<file path="src/rtl/seq_detector_param.sv">
// Parametrised serial bit-sequence detector.
// Shifts qualified serial bits into a window and compares it against a
// run-time loadable pattern. It supports overlapping and non-overlapping
// matching, produces a registered one-cycle match pulse and keeps a
// saturating match counter.
module seq_detector_param #(
  parameter int                   PAT_WIDTH = 4,
  parameter logic [PAT_WIDTH-1:0] PATTERN   = 4'b1011,
  parameter int                   CNT_WIDTH = 8
) (
  input  logic                 CLK,
  input  logic                 RESET,
  input  logic                 X,
  input  logic                 EN,
  input  logic                 OVERLAP,
  input  logic [PAT_WIDTH-1:0] PAT_IN,
  input  logic                 PAT_LOAD,
  input  logic                 CLR_CNT,
  output logic                 Y,
  output logic [CNT_WIDTH-1:0] MATCH_CNT
);

  localparam int                    FILL_W    = $clog2(PAT_WIDTH + 1);
  localparam logic [FILL_W-1:0]     FILL_ZERO = FILL_W'(0);
  localparam logic [FILL_W-1:0]     FILL_ONE  = FILL_W'(1);
  localparam logic [FILL_W-1:0]     FILL_FULL = FILL_W'(PAT_WIDTH);
  localparam logic [CNT_WIDTH-1:0]  CNT_ZERO  = CNT_WIDTH'(0);
  localparam logic [CNT_WIDTH-1:0]  CNT_ONE   = CNT_WIDTH'(1);
  localparam logic [CNT_WIDTH-1:0]  CNT_MAX   = {CNT_WIDTH{1'b1}};
  localparam logic [PAT_WIDTH-1:0]  WIN_ZERO  = PAT_WIDTH'(0);

  // FILL: window still collecting bits; ARMED: window full, matches possible.
  typedef enum logic {
    FILL  = 1'b0,
    ARMED = 1'b1
  } state_t;

  state_t                 state_r;
  logic [PAT_WIDTH-1:0]   pat_r;
  logic [PAT_WIDTH-1:0]   win_r;
  logic [FILL_W-1:0]      fill_r;

  logic [PAT_WIDTH-1:0]   win_n_s;
  logic [FILL_W-1:0]      fill_n_s;
  logic                   hit_s;

  // Next window, saturating fill count, and match decision for the accepted bit.
  always_comb begin
    win_n_s  = {win_r[PAT_WIDTH-2:0], X};
    fill_n_s = FILL_FULL;
    case (state_r)
      ARMED:   fill_n_s = FILL_FULL;
      FILL:    fill_n_s = fill_r + FILL_ONE;
      default: fill_n_s = FILL_FULL;
    endcase
    if (EN && !PAT_LOAD) begin
      hit_s = (fill_n_s == FILL_FULL) && (win_n_s == pat_r);
    end else begin
      hit_s = 1'b0;
    end
  end

  // Detector FSM: pattern load, bit acceptance, window fill and match pulse.
  always_ff @(posedge CLK or posedge RESET) begin
    if (RESET) begin
      state_r <= FILL;
      pat_r   <= PATTERN;
      win_r   <= WIN_ZERO;
      fill_r  <= FILL_ZERO;
      Y       <= 1'b0;
    end else if (PAT_LOAD) begin
      // The bit offered alongside a load is dropped; matching restarts.
      state_r <= FILL;
      pat_r   <= PAT_IN;
      win_r   <= WIN_ZERO;
      fill_r  <= FILL_ZERO;
      Y       <= 1'b0;
    end else if (EN) begin
      win_r <= win_n_s;
      Y     <= hit_s;
      if (hit_s && !OVERLAP) begin
        // Non-overlapping: the matched bits cannot be reused.
        fill_r  <= FILL_ZERO;
        state_r <= FILL;
      end else begin
        fill_r  <= fill_n_s;
        state_r <= (fill_n_s == FILL_FULL) ? ARMED : FILL;
      end
    end else begin
      Y <= 1'b0;
    end
  end

  // Saturating match counter; clear has priority over a coincident match.
  always_ff @(posedge CLK or posedge RESET) begin
    if (RESET) begin
      MATCH_CNT <= CNT_ZERO;
    end else if (CLR_CNT) begin
      MATCH_CNT <= CNT_ZERO;
    end else if (hit_s && (MATCH_CNT != CNT_MAX)) begin
      MATCH_CNT <= MATCH_CNT + CNT_ONE;
    end else begin
      MATCH_CNT <= MATCH_CNT;
    end
  end

endmodule

</file>
<file path="config.mk">
export PLATFORM = sky130hd
export DESIGN_NAME = seq_detector_param
export DESIGN_NICKNAME = d
export VERILOG_FILES = /design/src/rtl/seq_detector_param.sv
export SDC_FILE = /design/constraint.sdc
export NUM_CORES = 1
export LEC_CHECK = 0
export CAP_MARGIN = 20
export CORE_AREA = 2 2 54 56
export CTS_BUF_LIST = sky130_fd_sc_hd__clkbuf_2
export DETAILED_ROUTE_END_ITERATION = 8
export DIE_AREA = 0 0 56 58
export PLACE_DENSITY = 0.67
export SLEW_MARGIN = 20
export SYNTH_ARGS = -nofsm -noshare
export SYNTH_HDL_FRONTEND = slang
export SYNTH_SLANG_ARGS = --single-unit
</file>
<file path="constraint.sdc">
create_clock -name CLK -period 4 [get_ports CLK]
set_input_delay 0.6 -clock CLK [delete_from_list [all_inputs] [get_ports CLK]]
set_output_delay 0.6 -clock CLK [all_outputs]
set_load 0.03 [all_outputs]
</file>
### After elaboration in Yosys (flattened, before gate mapping)

Index checks and enable logic that the tools add are counted.

* bits of input ports: 11
* output and inout port bits: 9
* word-level logic and storage cells: 35
* memories kept: 0
* bits in latches: 0
* bits in writable memories: 0
* bits in read-only memories: 0
* register bits after elaboration: 20

* multipliers: 0
* shifts and indexed selects: 0
* multiplexer cells: 15
* bitwise logic cells: 1
* divide/modulo/power cells: 0
* add/sub/neg operators: 2
* reductions and logical operators: 8
* equal/unequal tests: 3
* magnitude comparators: 0

Operators with widths (number)
* $mux W8: 2
* $mux W3: 5
* $add A8 B1 Y8 const B: 1
* $ne A8 B8 Y1 const B: 1
* $mux W1: 7
* $pmux W3 S2: 1
* $eq A4 B4 Y1: 1
* $logic_and A1 B1 Y1: 4
* $reduce_bool A2 Y1: 2
* $add A3 B1 Y3 const B: 1
* $eq A3 B3 Y1 const B: 1
* $logic_not A1 Y1: 2
* $not A1 Y1: 1

### Logic depth before layout (Yosys ltp)

Gate-level depths: netlist (run 1).

* depth in word-level cells: 9
* mapped depth: 7
* gate-level depth less buffers: 6

### Worst setup path after synthesis (run 1)

Ideal clock, no wire load.

* kind: reg-to-reg
* from: register fill_r[0]
* to: register MATCH_CNT[3]
* path buffers: 1
* setup slack: 2.114 ns
* setup time: 0.078 ns
* data required time: 3.922 ns
* stages on the path, launching flop included: 8
* arrival: 1.809 ns
* cells stage by stage: dfrtp_1 ha_1 or2b_1 o21bai_2 nand4_2 buf_6 or3_1 a21oi_1

* word-level cells in the longest chain between the ends: 7

RTL lines
* start: declaration: line 41 `logic [FILL_W-1:0] fill_r;`
* start signal: assignment: line 86 `fill_r <= fill_n_s;`
* $add A3 B1 Y3: line 53 `FILL: fill_n_s = fill_r + FILL_ONE;`
* $pmux W3 S2: line 51 `case (state_r)`
* $eq A3 B3 Y1: line 57 `hit_s = (fill_n_s == FILL_FULL) && (win_n_s == pat_r);`
* $logic_and A1 B1 Y1: line 57
* $mux W1: line 56 `if (EN && !PAT_LOAD) begin`
* $logic_and A1 B1 Y1: line 100 `end else if (hit_s && (MATCH_CNT != CNT_MAX)) begin`
* $reduce_bool A2 Y1 (no line)
* end signal: assignment: line 101 `MATCH_CNT <= MATCH_CNT + CNT_ONE;`
* end: declaration: line 20 `output logic [CNT_WIDTH-1:0] MATCH_CNT`

No other way between the ends.
A chain may end at the register's enable or synchronous reset.

### Final worst setup path (run 1)

* from: input PAT_LOAD
* to: register MATCH_CNT[5]

* word-level cells in the longest chain between the ends: 5

RTL lines
* start: declaration: line 17 `input logic PAT_LOAD,`
* $logic_not A1 Y1: line 56
* $logic_and A1 B1 Y1: line 56
* $mux W1: line 56
* $logic_and A1 B1 Y1: line 100
* $reduce_bool A2 Y1 (no line)

No other way between the ends.

==> impl_metrics.tcl, run 1 <==
set metrics [dict create \
    pwr-share-clk_pct 25.7 \
    antenna_found_initial 0 \
    period_needed_ns 2.31 \
    power_mw 0.349 \
    ctsHoldBuffers 0 \
    cp.arrival_ns 2.58 \
    cts_buffers 3 \
    avgSynthCellArea_sq_um 10.5 \
    cp-end-kind "flip-flop" \
    dr_wl_met3_um 73 \
    fin_tns_setup_ns 0 \
    finalCritPeriodShare_pct 57.7 \
    drt-total-wl_um 1830 \
    power.density_nw_per_um2 277 \
    status "completed" \
    final_nets 132 \
    grt_max_degree 21 \
    swShare_pct 25.7 \
    worstRegToRegCells 6 \
    rsz0062_at_grt "false" \
    ys_top_cells_by_area "dfrtp_1 (41%), dfstp_2 (7.6%), mux2_2 (5.4%)" \
    htreeDepth 1 \
    clockRootBuffer "clkbuf_2" \
    firstDrtPassIters 4 \
    synth_top_cell_by_area "dfrtp_1" \
    cts.sinks 20 \
    ios 20 \
    seqPwrFrac_pct 62.1 \
    min_path_cells 1 \
    critPathTopFamily "simple AND/OR/NAND/NOR gates" \
    ant_nets 0 \
    hold_violations 0 \
    placedCellCount 145 \
    critical_path_class "primary input to flip-flop" \
    min-delay-start "pat_r[2]" \
    setup_viol 0 \
    finalMaxSlewViolations 0 \
    netlist_instances 99 \
    hpwlAfterDp_um 1410 \
    num_rows 19 \
    max_stage_delay_ns 0.67 \
    slew_headroom_pct 50.2 \
    cts.path.max_buffers 2 \
    slowest_stage "clkdlybuf4s50_1" \
    coreArea_sq_um 2660 \
    syn_area_sq_um 1030 \
    wl_met1_um 878 \
    worstMarginPinSlew_ns 0.746 \
    port_buffers 19 \
    syn-num-nets 112 \
    diodes 0 \
    grt_pass1_wl_um 3350 \
    clk_pin_slew_ns 0.21 \
    die-area_sq_um 3250 \
    r2r_setup_slack_ns 1.77 \
    cts_tree "yes" \
    path_buf_inv 1 \
    cp_max_fo 13 \
    min_path_type "flip-flop to flip-flop" \
    grt_pass1_vias 788 \
    grt_overflow_total 0 \
    start_kind "primary input" \
    comb_power_share_pct 12.2 \
    critical_path_required_ns 4.27 \
    final_cells 149 \
    drt_iter0_drc 17 \
    fp.dieW_um 56 \
    max_freq_mhz 433 \
    postCtsSetupRepairBufs 0 \
    ctsResizeCount 0 \
    grt.total_usage_pct 13.0 \
    p_int_mw 0.259 \
    drc 0 \
    wire_per_inst_um 12.3 \
    start_util_pct 38.9 \
    fin_util_pct 47.2 \
    r2r-start "fill_r[0]" \
    worst_hold_path.endpoint "pat_r[2]" \
    worst_r2r_endpoint "MATCH_CNT[5]" \
    synth_top_area_share_pct 41.1 \
    drive_gt1_share_pct 13.6 \
    ys_types 31 \
    timing.max_cap.violations 0 \
    ys_warn_count 0 \
    syn_to_final_growth_pct 21.5 \
    skew_ns 0.0249 \
    top_layer_used "met4" \
    crit_path_cell_trace "clkdlybuf4s50_1, a41oi_2, nand4_2, or4_1, a21oi_1" \
    via_count 775 \
    ys_seq_area_share_pct 48.7 \
    clock_latency_ns 0.32 \
    viasPerCell 5.20 \
    dr_wl_met2_um 853 \
    place.gp.congestion 0.786 \
    ys_ff_latch 20 \
    p_switching_mw 0.0896 \
    p_leak_nw 0.534 \
    die_h_um 58 \
    vdd_drop_max_uv 229 \
]
per-layer routing:
metal / vias up / global-route usage, %
met5: - / 0
met1: 368 / 16.0
met3: 4 / 3.13
met2: 14 / 22.7
li1: 389 / -
met4: 0 / 4.42
worst reg2reg max path, cell delays in order (launching register included):
cell      delay (ns)
dfrtp_1         0.45
ha_1            0.31
or2b_1          0.25
o21bai_2        0.19
nand4_2         0.28
or4_1           0.54
a21oi_1         0.15
cell families (layout without fill, tap and decap cells):
family	Yosys count	after routing	synth area share, %
AOI/OAI and AO/OA	15	15	9.67
xor gates and xnor gates	6	6	5.08
adders and majority gates	2	2	2.42
buffers and inverters	7	26	3.63
DFF	20	20	48.7
muxes	10	10	10.3
and+or+nand+nor	39	39	20.2
layout by cell type (no fill, tap or decap), types with 2 or more instances in the layout:
cell / Yosys / layout
mux2_2: 5 / 5
inv_1: 3 / 3
or3_1: 3 / 3
clkdlybuf4s50_1: 0 / 19
xor2_1: 5 / 5
o21ai_0: 4 / 4
nor3_1: 4 / 4
nor2_1: 15 / 15
or4_1: 2 / 2
dfrtp_1: 17 / 17
ha_1: 2 / 2
a21oi_1: 6 / 6
nand3_1: 4 / 4
dfstp_2: 3 / 3
nand2_1: 4 / 4
clkbuf_2: 0 / 4
mux2i_1: 5 / 5
o31ai_1: 2 / 2
final cells by class:
type	instances	area (sq um)
Fill cell	255	1410
Multi-Input combinational cell	72	493
Tap cell	31	38.8
Sequential cell	20	504
Inverter	3	11.3
Timing Repair Buffer	19	190
Clock buffer	4	20.0
power groups by stage:
stage / registers (mW) / clock network, mW / logic [mW]
final: 0.216 / 0.0898 / 0.0425
after global routing: 0.217 / 0.0988 / 0.0480
after global placement: 0.220 / 0 / 0.0422
after detailed placement: 0.220 / 0 / 0.0435
after CTS: 0.217 / 0.0925 / 0.0436
after floorplan: 0.219 / 0 / 0.0291
flip-flops by register name, indices dropped and copies added (netlist names):
signal,count
MATCH_CNT,8
Y,1
fill_r,3
pat_r,4
state_r,1
win_r,3
synthesized netlist by cell type:
cell / n
a22oi_1: 1
or2b_1: 1
o21ai_0: 4
and4_1: 1
xor2_1: 5
nor2b_1: 1
dfstp_2: 3
dfrtp_1: 17
inv_1: 3
ha_1: 2
nand2_1: 4
nand3_1: 4
buf_6: 1
or4_1: 2
o21bai_2: 1
nand4_1: 1
nor3_4: 1
o31ai_1: 2
nor3_1: 4
a21oi_1: 6
clkbuf_1: 1
buf_1: 1
xnor2_1: 1
nor2_1: 15
and3_1: 1
nand4_2: 1
mux2i_1: 5
a41oi_2: 1
mux2_2: 5
or3_1: 3
buf_4: 1
how the worst max path moves through the flow:
stage / startpoint / end / slack (ns) / cells after the start
5_1_grt: PAT_LOAD / MATCH_CNT[5] / 1.54 / 5
3_5_place_dp: PAT_LOAD / MATCH_CNT[5] / 1.33 / 5
3_3_place_gp: PAT_LOAD / MATCH_CNT[5] / 1.40 / 5
4_1_cts: PAT_LOAD / MATCH_CNT[5] / 1.69 / 5
6_report: PAT_LOAD / MATCH_CNT[5] / 1.69 / 5
2_1_floorplan: fill_r[0] / MATCH_CNT[3] / 2.11 / 7
stage by stage:
stage | hold slack [ns] | cell area, sq um | setup WS, ns
2_1_floorplan | 0.501 | 1030 | 2.11
3_3_place_gp | 0.520 | 1240 | 1.40
3_5_place_dp | 0.523 | 1240 | 1.33
4_1_cts | 0.562 | 1260 | 1.69
5_1_grt | 0.594 | 1260 | 1.54
6_report | 0.558 | 1260 | 1.69
(Power assumes the default switching activity.)
==> run 2, diff against run 1 <==
clock period = 2.3 ns   (was 4 ns; I/O delays follow)
==> run 2 against run 1 <==
Die area stayed put. Combinational power is 82% higher. Utilization is 1.8 points higher. Largest power group unchanged.
==> impl_metrics.tcl, run 2 (synthesized netlist as in run 1, its figures left out) <==
set metrics [dict create \
    cp-end-kind "flip-flop" \
    skew_ns 0.0126 \
    antenna_found_initial 0 \
    clock_latency_ns 0.32 \
    ant_nets 0 \
    port_buffers 19 \
    slowest_stage "or4_1" \
    grt.total_usage_pct 13.4 \
    finalCritPeriodShare_pct 94.3 \
    drt_iter0_drc 6 \
    seqCellArea_sq_um 504 \
    grt_pass1_vias 810 \
    place.gp.congestion 0.795 \
    worstRegToRegCells 6 \
    start_kind "flip-flop" \
    critical_path_class "flip-flop to flip-flop" \
    cts_tree "yes" \
    htreeDepth 1 \
    critical_path_required_ns 2.57 \
    min_path_type "primary input to asynchronous set/reset pin" \
    ctsHoldBuffers 0 \
    grt_pass1_wl_um 3500 \
    slew_headroom_pct 49.8 \
    setup_viol 0 \
    drt-total-wl_um 1900 \
    vdd_drop_max_uv 399 \
    finalMaxSlewViolations 0 \
    crit_cells 6 \
    final_nets 135 \
    rsz0062_at_grt "false" \
    critPathTopFamily "simple AND/OR/NAND/NOR gates" \
    multi_input_area_sq_um 493 \
    status "completed" \
    ctsResizeCount 0 \
    cts_buffers 3 \
    via_count 774 \
    diodes 0 \
    coreArea_sq_um 2660 \
    die-area_sq_um 3250 \
    cts.path.max_buffers 2 \
    num_rows 19 \
    max_stage_delay_ns 0.52 \
    hold-worst-slack_ns 0.415 \
    die_h_um 58 \
    cp.arrival_ns 2.44 \
    fillers 263 \
    grt_max_degree 21 \
    grt_overflow_total 0 \
    final_cell_mix "clkdlybuf4s50_1 (19), dfrtp_1 (17), nor2_1 (15)" \
    postCtsSetupRepairBufs 0 \
    p_leak_nw 0.558 \
    timing.max_cap.violations 0 \
    hold_violations 0 \
    wire_per_inst_um 12.5 \
    reg.largest.list "MATCH_CNT x8, pat_r x4" \
    top_register "MATCH_CNT" \
    cts.sinks 20 \
    drc 0 \
    start_util_pct 38.9 \
    largest_reg_flops 8 \
    viasPerCell 5.09 \
    drive_gt1_share_pct 15.7 \
    power_mw 0.720 \
    crit_path_cell_trace "ha_1, or2b_1, o21bai_2, nand4_2, or4_1, a21oi_1" \
    worstMarginPinSlew_ns 0.752 \
    fin_tns_setup_ns 0 \
    period_needed_ns 2.17 \
    hpwlAfterDp_um 1430 \
    ios 20 \
    fp.dieW_um 56 \
    clockRootBuffer "clkbuf_2" \
    cp_max_fo 10 \
    final_common_cell "clkdlybuf4s50_1" \
    syn_to_final_growth_pct 26.1 \
    clk_pin_slew_ns 0.21 \
    path_buf_inv 0 \
    power.density_nw_per_um2 552 \
    firstDrtPassIters 3 \
    max_freq_mhz 461 \
]
## run 2: cell types whose count changed in the layout (fill, tap and decap cells not counted), sizes merged
cell	change
buf	+3
bufinv	+1
clkbuf	-1
## run 2: worst paths after layout
check,from,end,slack (ns)
min in group CLK,pat_r[2],pat_r[2],0.58
hold / removal,RESET,Y,0.42
hold reg to reg,pat_r[2],pat_r[2],0.58
setup reg to reg,fill_r[0],MATCH_CNT[5],0.13
max in group asynchronous,RESET,MATCH_CNT[7],1.41
setup / recovery,fill_r[0],MATCH_CNT[5],0.13
## run 2: report_power, final
group          internal, mW  switching, mW
Clock                 0.150          0.116
Combinational        0.0390         0.0381
Sequential            0.368        0.00879
Total                 0.557          0.163
## run 2: layout make-up
type	instances	area share (%)
clock buffer	3	1.15
clock inverter	1	2.30
inverter	3	0.863
multi-input combinational	72	37.8
sequential	20	38.6
tap	31	2.97
timing repair buffer	22	16.3
## run 2: through the flow
step | utilization (%) | area [sq um] | setup slack, ns | std cells
after floorplan | - | 1030 | 0.414 | 99
after global placement | 47.3 | 1260 | 0.181 | 148
after detailed placement | 47.3 | 1260 | 0.148 | 148
after CTS | 49.0 | 1310 | 0.130 | 152
after global routing | 49.0 | 1310 | 0.00812 | 152
final | 49.0 | 1310 | 0.132 | 152
## run 2: layer usage
metal  track usage (%)  wire [um]  part of all wire (%)  vias up
li1                  -          -                     -      391
met5                 0          0                     0        -
met3              2.46         71                   3.7        4
met2              23.7        924                    49       14
met1              16.3        879                    46      365
met4              5.44         21                   1.1        0
==> RTL edit: new RTL, settings of run 1 <==
Reset style: synchronous (`RESET`), changed in 2 clocked blocks.
--- a/src/rtl/seq_detector_param.sv
+++ b/src/rtl/seq_detector_param.sv
@@ -61,7 +61,7 @@
   end
 
   // Detector FSM: pattern load, bit acceptance, window fill and match pulse.
-  always_ff @(posedge CLK or posedge RESET) begin
+  always_ff @(posedge CLK) begin
     if (RESET) begin
       state_r <= FILL;
       pat_r   <= PATTERN;
@@ -92,7 +92,7 @@
   end
 
   // Saturating match counter; clear has priority over a coincident match.
-  always_ff @(posedge CLK or posedge RESET) begin
+  always_ff @(posedge CLK) begin
     if (RESET) begin
       MATCH_CNT <= CNT_ZERO;
     end else if (CLR_CNT) begin
Behaviour: differs if RESET is asserted again (counterexample within 10 cycles, from zero or initial values and one cycle with RESET high); with RESET held inactive, the same outputs for 10 cycles.
==> RTL edit against run 1 <==
Wire length increased by 9.3%. Synthesized cell count up 7.1%. Count of clock-buffer cells in the layout shrank 1. Critical path type is now reg2out. Area after synthesis decreased by 8.3%. Critical endpoint is now MATCH_CNT[2]. Worst setup slack improved by 0.19 ns. Sequential cell count stayed put. Clock skew shrank 0.021 ns. Worst hold slack worse by 0.075 ns. Highest routed layer is now met3. Total power shrank 7.7%. First-iteration DRC count is the same. Final area down 7.2%.
==> RTL edit: results (changes against run 1) <==
| Metric | Value |
|---|---|
| Hpwl dp | `1439 um (+2.4%)` |
| Synth area leaders | `dfxtp_1 42%, mux2i_1 4.2%, a21oi_1 3.7%, nor2_1 3.6%, or3_1 3.3%` |
| Nets | `137 (+3.8%)` |
| Drt first pass iters | `4 (unchanged)` |
| Worst-path fanout max | `7 (-6)` |
| Family with the most delay on the worst path | `buffers and inverters` |
| DP Worst Slack | `1.577 ns (+0.2451 ns)` |
| # fillers | `276 (+8.2%)` |
| Vias in the first global route | `791 (+0.38%)` |
| M2 GR Usage | `22.52% (-0.17 points)` |
| Crit-path max cell delay | `0.72 ns (+0.05 ns)` |
| Finished Cell Area | `0.001167 mm2 (-7.2%)` |
| Netlist cell types | `33 (+6.5%)` |
| GR met3 Demand/Resource | `5.134% (+2.0 points)` |
| FFs w/ async S/R, synth | `0% (-100 points)` |
| Placer Congestion | `0.8013 (+2.0%)` |
| Routed via count | `828 (+6.8%)` |
| Syn nets | `119 (+6.3%)` |
| Static leakage | `0.3894 nW (-27%)` |
| Synth cell count leaders | `20 x dfxtp_1, 9 x nor2_1, 7 x a21oi_1, 7 x nand2_1` |
| Sequential area share after synthesis | `42.22% (-6.5 points)` |
| GR Util met1 | `16.46% (+0.44 points)` |
| Global Route Usage Sum | `13.28% (+0.24 points)` |
| First-pass GRT wire length | `3436 um (+2.7%)` |
| Largest net degree at the start of global routing | `17 (-19%)` |
| Synth Instances | `106 (+7.1%)` |
| CTS clk-pin slew, worst paths | `0.19 ns (-0.02 ns)` |
| Final WL | `2003 um (+9.3%)` |
| Vias per Instance | `5.412 (+4.0%)` |
| Worst Tran Pin Value | `0.4575 ns (-0.2886 ns)` |
| # placed instances | `150 (+3.4%)` |
| DR iter-0 viols | `17 (unchanged)` |
| Crit. Startpoint | `MATCH_CNT[2]$_SDFFE_PP0P_` |
| Clk_skew | `0.004287 ns (-0.02060 ns)` |
| Status | `completed` |
| HP Start | `fill_r[2]$_SDFFE_PP0P_` |
| Share of cells above drive strength 1 | `8.197% (-5.4 points)` |
| Peak supply drop | `195.6 uV (-14%)` |
-- RTL edit: changes by cell type after synthesis, moves of 5 or more --
cell,change
dfrtp_1,-17
dfxtp_1,+20
mux2_2,-5
nor2_1,-6
-- RTL edit: logic make-up (layout without fill, tap and decap cells) --
| group | count (synthesis) | in the layout | synth area share, % |
|---|---|---|---|
| simple gates | 42 | 42 | 24.41 |
| compound gates | 25 | 25 | 18.47 |
| flops | 20 | 20 | 42.22 |
| buf+inv | 8 | 24 | 3.430 |
| xor+xnor | 5 | 5 | 4.618 |
| mux | 4 | 4 | 4.222 |
| fa+ha+maj | 2 | 2 | 2.638 |
-- RTL edit: cell type report --
cell class,count,area share [%]
Clock buffer,3,1.286
Timing Repair Buffer,19,16.29
Sequential cell,20,34.30
Tap cell,31,3.323
Multi-Input combinational cell,78,44.16
Inverter,2,0.6431
-- RTL edit: worst paths after layout --
check | end | slack (ns) | cells past startpoint
setup / recovery | MATCH_CNT[2] | 1.88 | 1
hold / removal | fill_r[2]$_SDFFE_PP0P_ | 0.48 | 2
setup reg to reg | MATCH_CNT[4]$_SDFFE_PP0P_ | 1.96 | 6
hold reg to reg | fill_r[2]$_SDFFE_PP0P_ | 0.48 | 2
-- RTL edit: routing by layer --
metal / vias to the layer above / wire, um / share of wire (%)
li1: 417 / - / -
met1: 391 / 990 / 49
met2: 20 / 913 / 46
met3: 0 / 99 / 4.9
met4: 0 / 0 / 0
met5: - / 0 / 0
-- RTL edit: where the power goes --
group / total [mW] / switching [mW] / internal [mW]
Clock: 0.0840 / 0.0636 / 0.0204
Sequential: 0.206 / 0.00272 / 0.203
Combinational: 0.0316 / 0.0140 / 0.0176
Total: 0.322 / 0.0803 / 0.241
